**src/rtl/c2_sn_window_update.sv**
```systemverilog
// Slides the M_PITCH-sample sn window left by N_SAMP and appends N_SAMP new samples
// (speech RAM or zeros); each sample costs RD_LAT+2 cycles, start is ignored while busy.
module c2_sn_window_update #(
   parameter int N       = 32,
   parameter int AW      = 10,
   parameter int N_SAMP  = 80,
   parameter int M_PITCH = 320,
   parameter int RD_LAT  = 2
) (
   input  logic          i_clk,
   input  logic          i_rst_n,
   input  logic          i_start_frame,
   input  logic [AW-1:0] i_frame_base,
   input  logic          i_shift_en,
   input  logic          i_load_zero,
   output logic [AW-1:0] o_spch_addr,
   output logic          o_spch_re,
   input  logic [N-1:0]  i_spch_q,
   output logic [AW-1:0] o_sn_addr,
   output logic [N-1:0]  o_sn_wdata,
   output logic          o_sn_re,
   output logic          o_sn_we,
   input  logic [N-1:0]  i_sn_q,
   output logic          o_busy,
   output logic          o_done_frame,
   output logic [N-1:0]  o_checksum
);

   typedef enum logic [2:0] {
      IDLE, SH_RD, SH_WAIT, SH_WR, LD_RD, LD_WAIT, LD_WR, DONE
   } state_t;

   localparam int            WW        = (RD_LAT > 1) ? $clog2(RD_LAT) : 1;
   localparam logic [WW-1:0] W_LAST    = WW'(RD_LAT - 1);
   localparam bit            HAS_SHIFT = (N_SAMP < M_PITCH);
   localparam logic [AW-1:0] SH_LAST   = AW'(M_PITCH - N_SAMP - 1);
   localparam logic [AW-1:0] LD_LAST   = AW'(N_SAMP - 1);
   localparam logic [AW-1:0] OFS_N     = AW'(N_SAMP);
   localparam logic [AW-1:0] OFS_LD    = AW'(M_PITCH - N_SAMP);

   state_t        r_state, w_next;
   logic [AW-1:0] r_k;
   logic [WW-1:0] r_wcnt;
   logic [N-1:0]  r_data;
   logic [N-1:0]  r_cks;
   logic [AW-1:0] r_base;
   logic          r_zero;
   logic          w_wlast;

   assign w_wlast    = (r_wcnt == W_LAST);
   assign o_checksum = r_cks;

   always_ff @(posedge i_clk or negedge i_rst_n) begin
      if (!i_rst_n) r_state <= IDLE;
      else          r_state <= w_next;
   end

   always_comb begin
      w_next       = r_state;
      o_spch_addr  = '0;
      o_spch_re    = 1'b0;
      o_sn_addr    = '0;
      o_sn_wdata   = '0;
      o_sn_re      = 1'b0;
      o_sn_we      = 1'b0;
      o_done_frame = 1'b0;
      o_busy       = (r_state != IDLE);
      unique case (r_state)
         IDLE: begin
            if (i_start_frame) w_next = (i_shift_en && HAS_SHIFT) ? SH_RD : LD_RD;
         end
         SH_RD: begin
            o_sn_addr = r_k + OFS_N;
            o_sn_re   = 1'b1;
            w_next    = SH_WAIT;
         end
         SH_WAIT: begin
            // address held so RAMs without an input register still see it
            o_sn_addr = r_k + OFS_N;
            o_sn_re   = 1'b1;
            if (w_wlast) w_next = SH_WR;
         end
         SH_WR: begin
            o_sn_addr  = r_k;
            o_sn_we    = 1'b1;
            o_sn_wdata = r_data;
            w_next     = (r_k == SH_LAST) ? LD_RD : SH_RD;
         end
         LD_RD: begin
            o_spch_addr = r_base + r_k;
            o_spch_re   = !r_zero;
            w_next      = LD_WAIT;
         end
         LD_WAIT: begin
            if (w_wlast) w_next = LD_WR;
         end
         LD_WR: begin
            o_sn_addr  = OFS_LD + r_k;
            o_sn_we    = 1'b1;
            o_sn_wdata = r_data;
            w_next     = (r_k == LD_LAST) ? DONE : LD_RD;
         end
         DONE: begin
            o_done_frame = 1'b1;
            w_next       = IDLE;
         end
         default: w_next = IDLE;
      endcase
   end

   always_ff @(posedge i_clk or negedge i_rst_n) begin
      if (!i_rst_n) begin
         r_k    <= '0;
         r_wcnt <= '0;
         r_data <= '0;
         r_cks  <= '0;
         r_base <= '0;
         r_zero <= 1'b0;
      end else begin
         unique case (r_state)
            IDLE: begin
               if (i_start_frame) begin
                  r_base <= i_frame_base;
                  r_zero <= i_load_zero;
                  r_k    <= '0;
                  r_wcnt <= '0;
                  r_cks  <= '0;
               end
            end
            SH_WAIT: begin
               if (w_wlast) begin
                  r_data <= i_sn_q;
                  r_wcnt <= '0;
               end else begin
                  r_wcnt <= r_wcnt + 1'b1;
               end
            end
            SH_WR: r_k <= (r_k == SH_LAST) ? '0 : r_k + 1'b1;
            LD_WAIT: begin
               if (w_wlast) begin
                  r_data <= r_zero ? '0 : i_spch_q;
                  r_wcnt <= '0;
               end else begin
                  r_wcnt <= r_wcnt + 1'b1;
               end
            end
            LD_WR: begin
               r_k   <= r_k + 1'b1;
               r_cks <= r_cks + r_data;
            end
            default: ;
         endcase
      end
   end

endmodule

```
**config.mk**
```make
export PLATFORM = sky130hd
export DESIGN_NAME = c2_sn_window_update
export DESIGN_NICKNAME = d
export VERILOG_FILES = /design/src/rtl/c2_sn_window_update.sv
export SDC_FILE = /design/constraint.sdc
export NUM_CORES = 1
export LEC_CHECK = 0
export ABC_AREA = 1
export ABC_CLOCK_PERIOD_IN_PS = 6900
export CAP_MARGIN = 20
export CORE_ASPECT_RATIO = 0.5
export CORE_MARGIN = 5
export CORE_UTILIZATION = 55
export DETAILED_ROUTE_END_ITERATION = 10
export PLACE_DENSITY = 0.87
export SYNTH_ARGS = -nofsm -noshare
export SYNTH_HDL_FRONTEND = slang
export SYNTH_SLANG_ARGS = --single-unit
export TNS_END_PERCENT = 20
```
**constraint.sdc**
```tcl
create_clock -name i_clk -period 6.9 [get_ports i_clk]
set_input_delay 1.38 -clock i_clk [delete_from_list [all_inputs] [get_ports i_clk]]
set_output_delay 1.38 -clock i_clk [all_outputs]
set_load 0.03 [all_outputs]
```
# --- After elaboration in Yosys (flattened, before gate mapping) ---
# Index checks and enable logic that the tools add are counted.
word_totals:
  ram_bits: 0
  inputBits: 79
  reg_bits: 89
  output_inout_bits: 89
  latch_bits: 0
  mem_count: 0
  rom_bits: 0
classes:
  n_mul: 0
  shift: 0
  reduce_logical: 16
  eq_ne: 12
  muxes: 26
  add_sub_neg: 6
  n_lt_le_gt_ge: 0
  bitwise: 0
  div_mod_pow: 0
op_table:
  columns: ["op", "count"]
  rows:
  - ["$mux 32", 5]
  - ["$pmux 32 s2", 2]
  - ["$pmux 10 s3", 2]
  - ["$add 32x32->32", 1]
  - ["$mux 10", 3]
  - ["$pmux 3 s8", 1]
  - ["$mux 3", 5]
  - ["$eq 3x3->1 const B", 4]
  - ["$add 10x1->10 const B", 1]
  - ["$add 10x10->10", 1]
  - ["$add 10x7->10 const B", 1]
  - ["$add 8x10->10 const A", 1]
  - ["$eq 10x7->1 const B", 1]
  - ["$eq 10x8->1 const B", 1]
  - ["$reduce_and 2->1", 4]
  - ["$eq 3x2->1 const B", 2]
  - ["$mux 1", 6]
  - ["$ne 2x2->1 const B", 3]
  - ["$reduce_and 3->1", 2]
  - ["$reduce_bool 2->1", 3]
  - ["$reduce_bool 3->1", 2]
  - ["$reduce_or 2->1", 3]
  - ["$eq 3x1->1 const B", 1]
  - ["$logic_not 3->1", 1]
  - ["other kinds (4)", 4]

# --- Longest topological paths before layout ---
logic_depth:
  depth_word: 4
  ltp_mapped: 14
  mapped_depth_nobuf: 14

# --- Worst setup path after synthesis ---
# OpenSTA, ideal clock, no wires.
synth_path:
  kind: "reg2out"
  from: "register r_state[0]"
  to: "output o_sn_addr[7]"
  stages_incl_launch_ff: 10
  n_path_buf: 1
  setup_slack_ns: 3.110
  arrival_time_ns: 2.410
  cell_sequence: "dfrtp_1 > inv_2 > nand2_1 > nor2_4 > clkbuf_1 > ha_1 > inv_1 > o21ai_0 > and2_1 > o32ai_1"
synth_between:
  elab_chain_cells: 3
  word_cells_on_any_way: 6
  classes_between: "eq/ne (4); mux (1); reduce/logical (1)"
synth_rtl:
  columns: ["item", "line_no", "source"]
  rows:
  - ["start: declaration", "41", "state_t r_state, w_next;"]
  - ["start signal: assignment", "55", "else r_state <= w_next;"]
  - ["$eq 3x2->1 / $eq 3x1->1 (equally long branches)", "68", "unique case (r_state)"]
  - ["$reduce_or 2->1 (no line)", null, null]
  - ["$pmux 10 s3 (*)", "68", null]
  - ["end: declaration", "19", "output logic [AW-1:0] o_sn_addr,"]
# Mark *: on every way between the ends. The rest lies on a longest branch, timed or not.

# --- Worst setup path in the final report ---
layout_path:
  from: "register r_state[0]"
  to: "output o_sn_addr[8]"
# The elaborated chain is that of the path after synthesis.

==> results <==
- The flow ran to the end, and the final reports show no timing, DRC or antenna violations.
- The number of gates resized after CTS was 0.
- Once detailed placement completed, the half-perimeter wirelength came to 17310 um.
- The setup total negative slack is 0 ns.
- The total routing usage reported by global routing is 28.85%.
- Global routing used 38.04% of the available met1 tracks.
- The clock input transition at the sequential cells of the worst setup and hold paths is roughly 0.07 ns.
- The number of nets in the synthesized netlist is between 1k and 1.5k.
- The maximum level of the CTS H-tree is 3.
- Setup repair after global routing left no endpoint under its margin.
- The cell area power density is 119.4 nW/um^2.
- The number of antenna violations at the first check in global routing is 0.
- After synthesis, the most frequently instantiated cells are nand2_1 (391), inv_1 (187), nor2_1 (137).
- The startpoint type of the worst setup path is a register.
- Across the VDD grid, the largest voltage drop is 0.09659 mV.
- STA puts the critical path data arrival time at 3.50 ns.
- The net switching fraction of the power is 22.35%.
- The most utilized layer in the global route result is met2.
- The number of port buffers is 167.
- For this block, the initial DRC count from the detailed router was about 660.
- The total number of yosys warnings is 0.
- The internal portion of the total power is roughly 860 uW.
- The source-to-sink clock delay at the later pin of the worst-skew pair is 0.35 ns.
- The number of core rows is 29.
- The share of synthesized area in the top cell type comes to 31.22%.
- Routability-driven placement finished with a final weighted congestion of ~1.
- The master cell of the clock root buffer is clkbuf_16.
- The sequential-to-total area share from yosys stat is 31.22%.
- For this block, the via count after detailed routing is ~8k.
- The synthesized design contains 89 register bits.
- In the post-synthesis netlist, the cell with the most instances is nand2_1.
- In this run the count of I/O pins placed on the die edge is 168.
- After floorplanning, the core was sized to cover 12700 um^2.
- The remaining global-route overflow is 0.
- In this run, flip-flops and latches consume 47.2% of the power.
- After detailed routing, the number of remaining DRC violations is 0.
- The first-pass GRT wire length is 36540 um.
- The maximum net fanout on the critical path is 26.
- The growth of design area from synthesis to finish is 29.71%.
- The total clock buffers created by CTS is 9.
- The clock network fraction of design power is between 40 and 50%.
- The slowest stage of the critical path is the clkdlybuf4s50_1 cell.
- Of all flip-flops after synthesis, the portion carrying an async set or reset was 100.0%.
- Each instance of the synthesized netlist takes up on average 6.275 um^2.
- The die covers 15490 um^2.
- The mapped netlist covers 7134 um^2.
- The clock sink count is ~90.
- The longest clock path from root to sink contains 2 buffers.
- The via count of the first global-routing pass was 7558.
- The ratio of cells with drive above 1 in the final layout is approximately 3.4%.
- The data required time of the critical path is 5.52 ns.
- The most common flop cell mapped by yosys is dfrtp_1.
- Setup violations remaining at the end of the flow were counted as 0.
- The static power due to leakage is around 4.8 nW.
- The category of the worst setup path capture point is an output port.
- The met2 routing resource usage after global routing is 47.94%.
- The critical path's largest stage delay is 0.69 ns.
- The maximum number of pins on one net before global-route repair is 65.
- The total routed wirelength is 22420 um.
- The clock period minus worst slack is 4.883 ns.
- The tool flagged a number of max-cap violations equal to 0.
- Summed over all instances, the cell type with the most area after synthesis is dfrtp_1.
- The final-report max-slew violation count was 0.
- In this run, post-CTS hold repair placed 0 buffers.
- Global routing used under 10% of the available met3 tracks.
- The final layout contains around 1.4k nets.
- The count of endpoints failing hold in the final timing report was 0.
- The repair_antennas step left the layout with diodes totalling 0.
- After detailed routing, the number of vias per cell comes to 5.366.
- The maximum clock rate is 204.8 MHz.
- The overall die height is 90.54 um.
- At the pin with the least slew margin, the transition time is 0.8607 ns.
- For this configuration, the core starts out at a cell density of between 50% and 60%.
- The least setup slack across all paths after layout is around 2 ns.
- The total net switching power is about 250 uW.
- The class of the worst hold path is register to register.
- Sorting the synthesized cells by area gives the leading types as dfrtp_1 (31%), nand2_1 (21%), inv_1 (9.8%).
- The remaining antenna violation count after routing is 0.
- The number of enable-type register cells in the synthesized netlist is 0.
- The combinational cell fraction of total power is 5.4%.
- In the final routed layout, each cell accounts on average for 15.29 um.
- For the final database, setup skew stands at 0.009294 ns.
- Of the available clock period, the critical path in the final layout requires a little over two thirds.
- The worst pin sits at a relative slew slack of 42.48%.
- The setup path with the least slack is of type register to output port.
- Traced cell by cell, the critical path runs through inv_2 -> nand2_1 -> nor2_4 -> inv_2 -> fa_1 -> nand2_1 -> a21oi_1 -> xor2_1 -> o22ai_1 -> clkdlybuf4s50_1.
- After clock tree synthesis, the setup repair step added 0 buffers.
- The die is 171.1 um wide.
- TritonCTS built the clock tree.
- The post-placement setup slack is 2.415 ns.
- The number of detailed-routing iterations run before antenna repair is 5.
- The number of distinct standard cells referenced by the synthesized netlist is 41.
- Counting every instance in the synthesized netlist gives approximately 1.1k.
[path summary, 6_finish.rpt]
kind | from | end | slack, ns | cells after the start
max | r_state[0]$_DFFE_PN0P_ | o_sn_addr[8] | 2.02 | 10
min | r_wcnt$_DFFE_PN0P_ | r_state[0]$_DFFE_PN0P_ | 0.48 | 1
max reg2reg | r_state[1]$_DFFE_PN0P_ | r_data[14]$_DFFE_PN0P_ | 4.41 | 7
min reg2reg | r_wcnt$_DFFE_PN0P_ | r_state[0]$_DFFE_PN0P_ | 0.48 | 1
max in group asynchronous | i_rst_n | r_data[27]$_DFFE_PN0P_ | 4.82 | 2
min in group asynchronous | i_rst_n | r_data[8]$_DFFE_PN0P_ | 0.98 | 1
[per-layer routing]
metal / up-vias / part of all wire [%]
li1: 3865 / -
met1: 3678 / 44
met2: 280 / 47
met3: 44 / 7.1
met4: 0 / 2.5
met5: - / 0
[through the flow]
step | power (mW) | util (%) | hold WS, ns | cells | instance area (um^2)
floorplan | 0.5358 | - | 0.4491 | 1137 | 7134
global placement | 0.5910 | 70.17 | 0.4677 | 1449 | 8911
detailed placement | 0.5919 | 70.38 | 0.4713 | 1450 | 8939
CTS | 1.109 | 72.87 | 0.4820 | 1466 | 9254
global route | 1.136 | 72.87 | 0.4909 | 1466 | 9254
finish | 1.105 | 72.87 | 0.4791 | 1466 | 9254
[layout make-up]
class | instances | area, um^2
Multi-Input combinational cell | 825 | 4055
Fill cell | 1074 | 3446
Sequential cell | 89 | 2227
Timing Repair Buffer | 169 | 1704
Inverter | 197 | 739.5
Clock buffer | 10 | 239.0
Tap cell | 170 | 212.7
Clock inverter | 6 | 76.32
[critical path, delay by kind of cell, from the launching register on]
kind,cells,cell delay [ns]
simple gates,3,0.83
buf+inv,3,1.11
fa+ha+maj,1,0.46
compound gates,2,0.19
xor+xnor,1,0.14
flops,1,0.41
[power groups by stage]
stage	clock [mW]	sequential [mW]	combinational [mW]
3_3_place_gp	0	0.531	0.0596
6_report	0.524	0.521	0.0599
3_5_place_dp	0	0.531	0.0604
4_1_cts	0.527	0.521	0.0607
5_1_grt	0.549	0.521	0.0650
2_1_floorplan	0	0.532	0.00415
[state kept, by name, indices dropped and copies added, names as in the netlist]
name and count:
o_checksum 32, r_data 32, r_base 10, r_k 10
r_state 3, r_wcnt 1, r_zero 1
[placed cells by master, fill, tap and decap left out, types with 2 or more instances in the layout]
cell             count
ha_1                43
nand3b_1             2
xnor2_1              2
or2_2                2
nand3_1             84
nor3_2               2
dfrtp_1             89
nor3_1               7
a32o_1               3
xor2_1               8
nand4_1              5
o21ai_0             19
inv_2               10
o21bai_1             5
nand2_1            391
a22oi_1              2
nor2_1             137
a21oi_1             37
inv_1              187
nor2_4               3
clkbuf_16            9
clkinv_4             4
nand2_2              2
o22ai_1              4
fa_1                 3
clkdlybuf4s50_1    166
buf_4                2
o21ai_1             18
a31oi_1             34
[cell families (layout without fill, tap and decap cells)]
logic type      after synthesis  after routing  share of synthesized area (%)
fa+ha+maj                    46             46                          8.383
simple gates                640            640                          36.71
xor+xnor                     10             10                          1.228
compound gates              129            129                          10.52
buf+inv                     223            382                          11.94
flops                        89             89                          31.22
(Power assumes the default switching activity.)
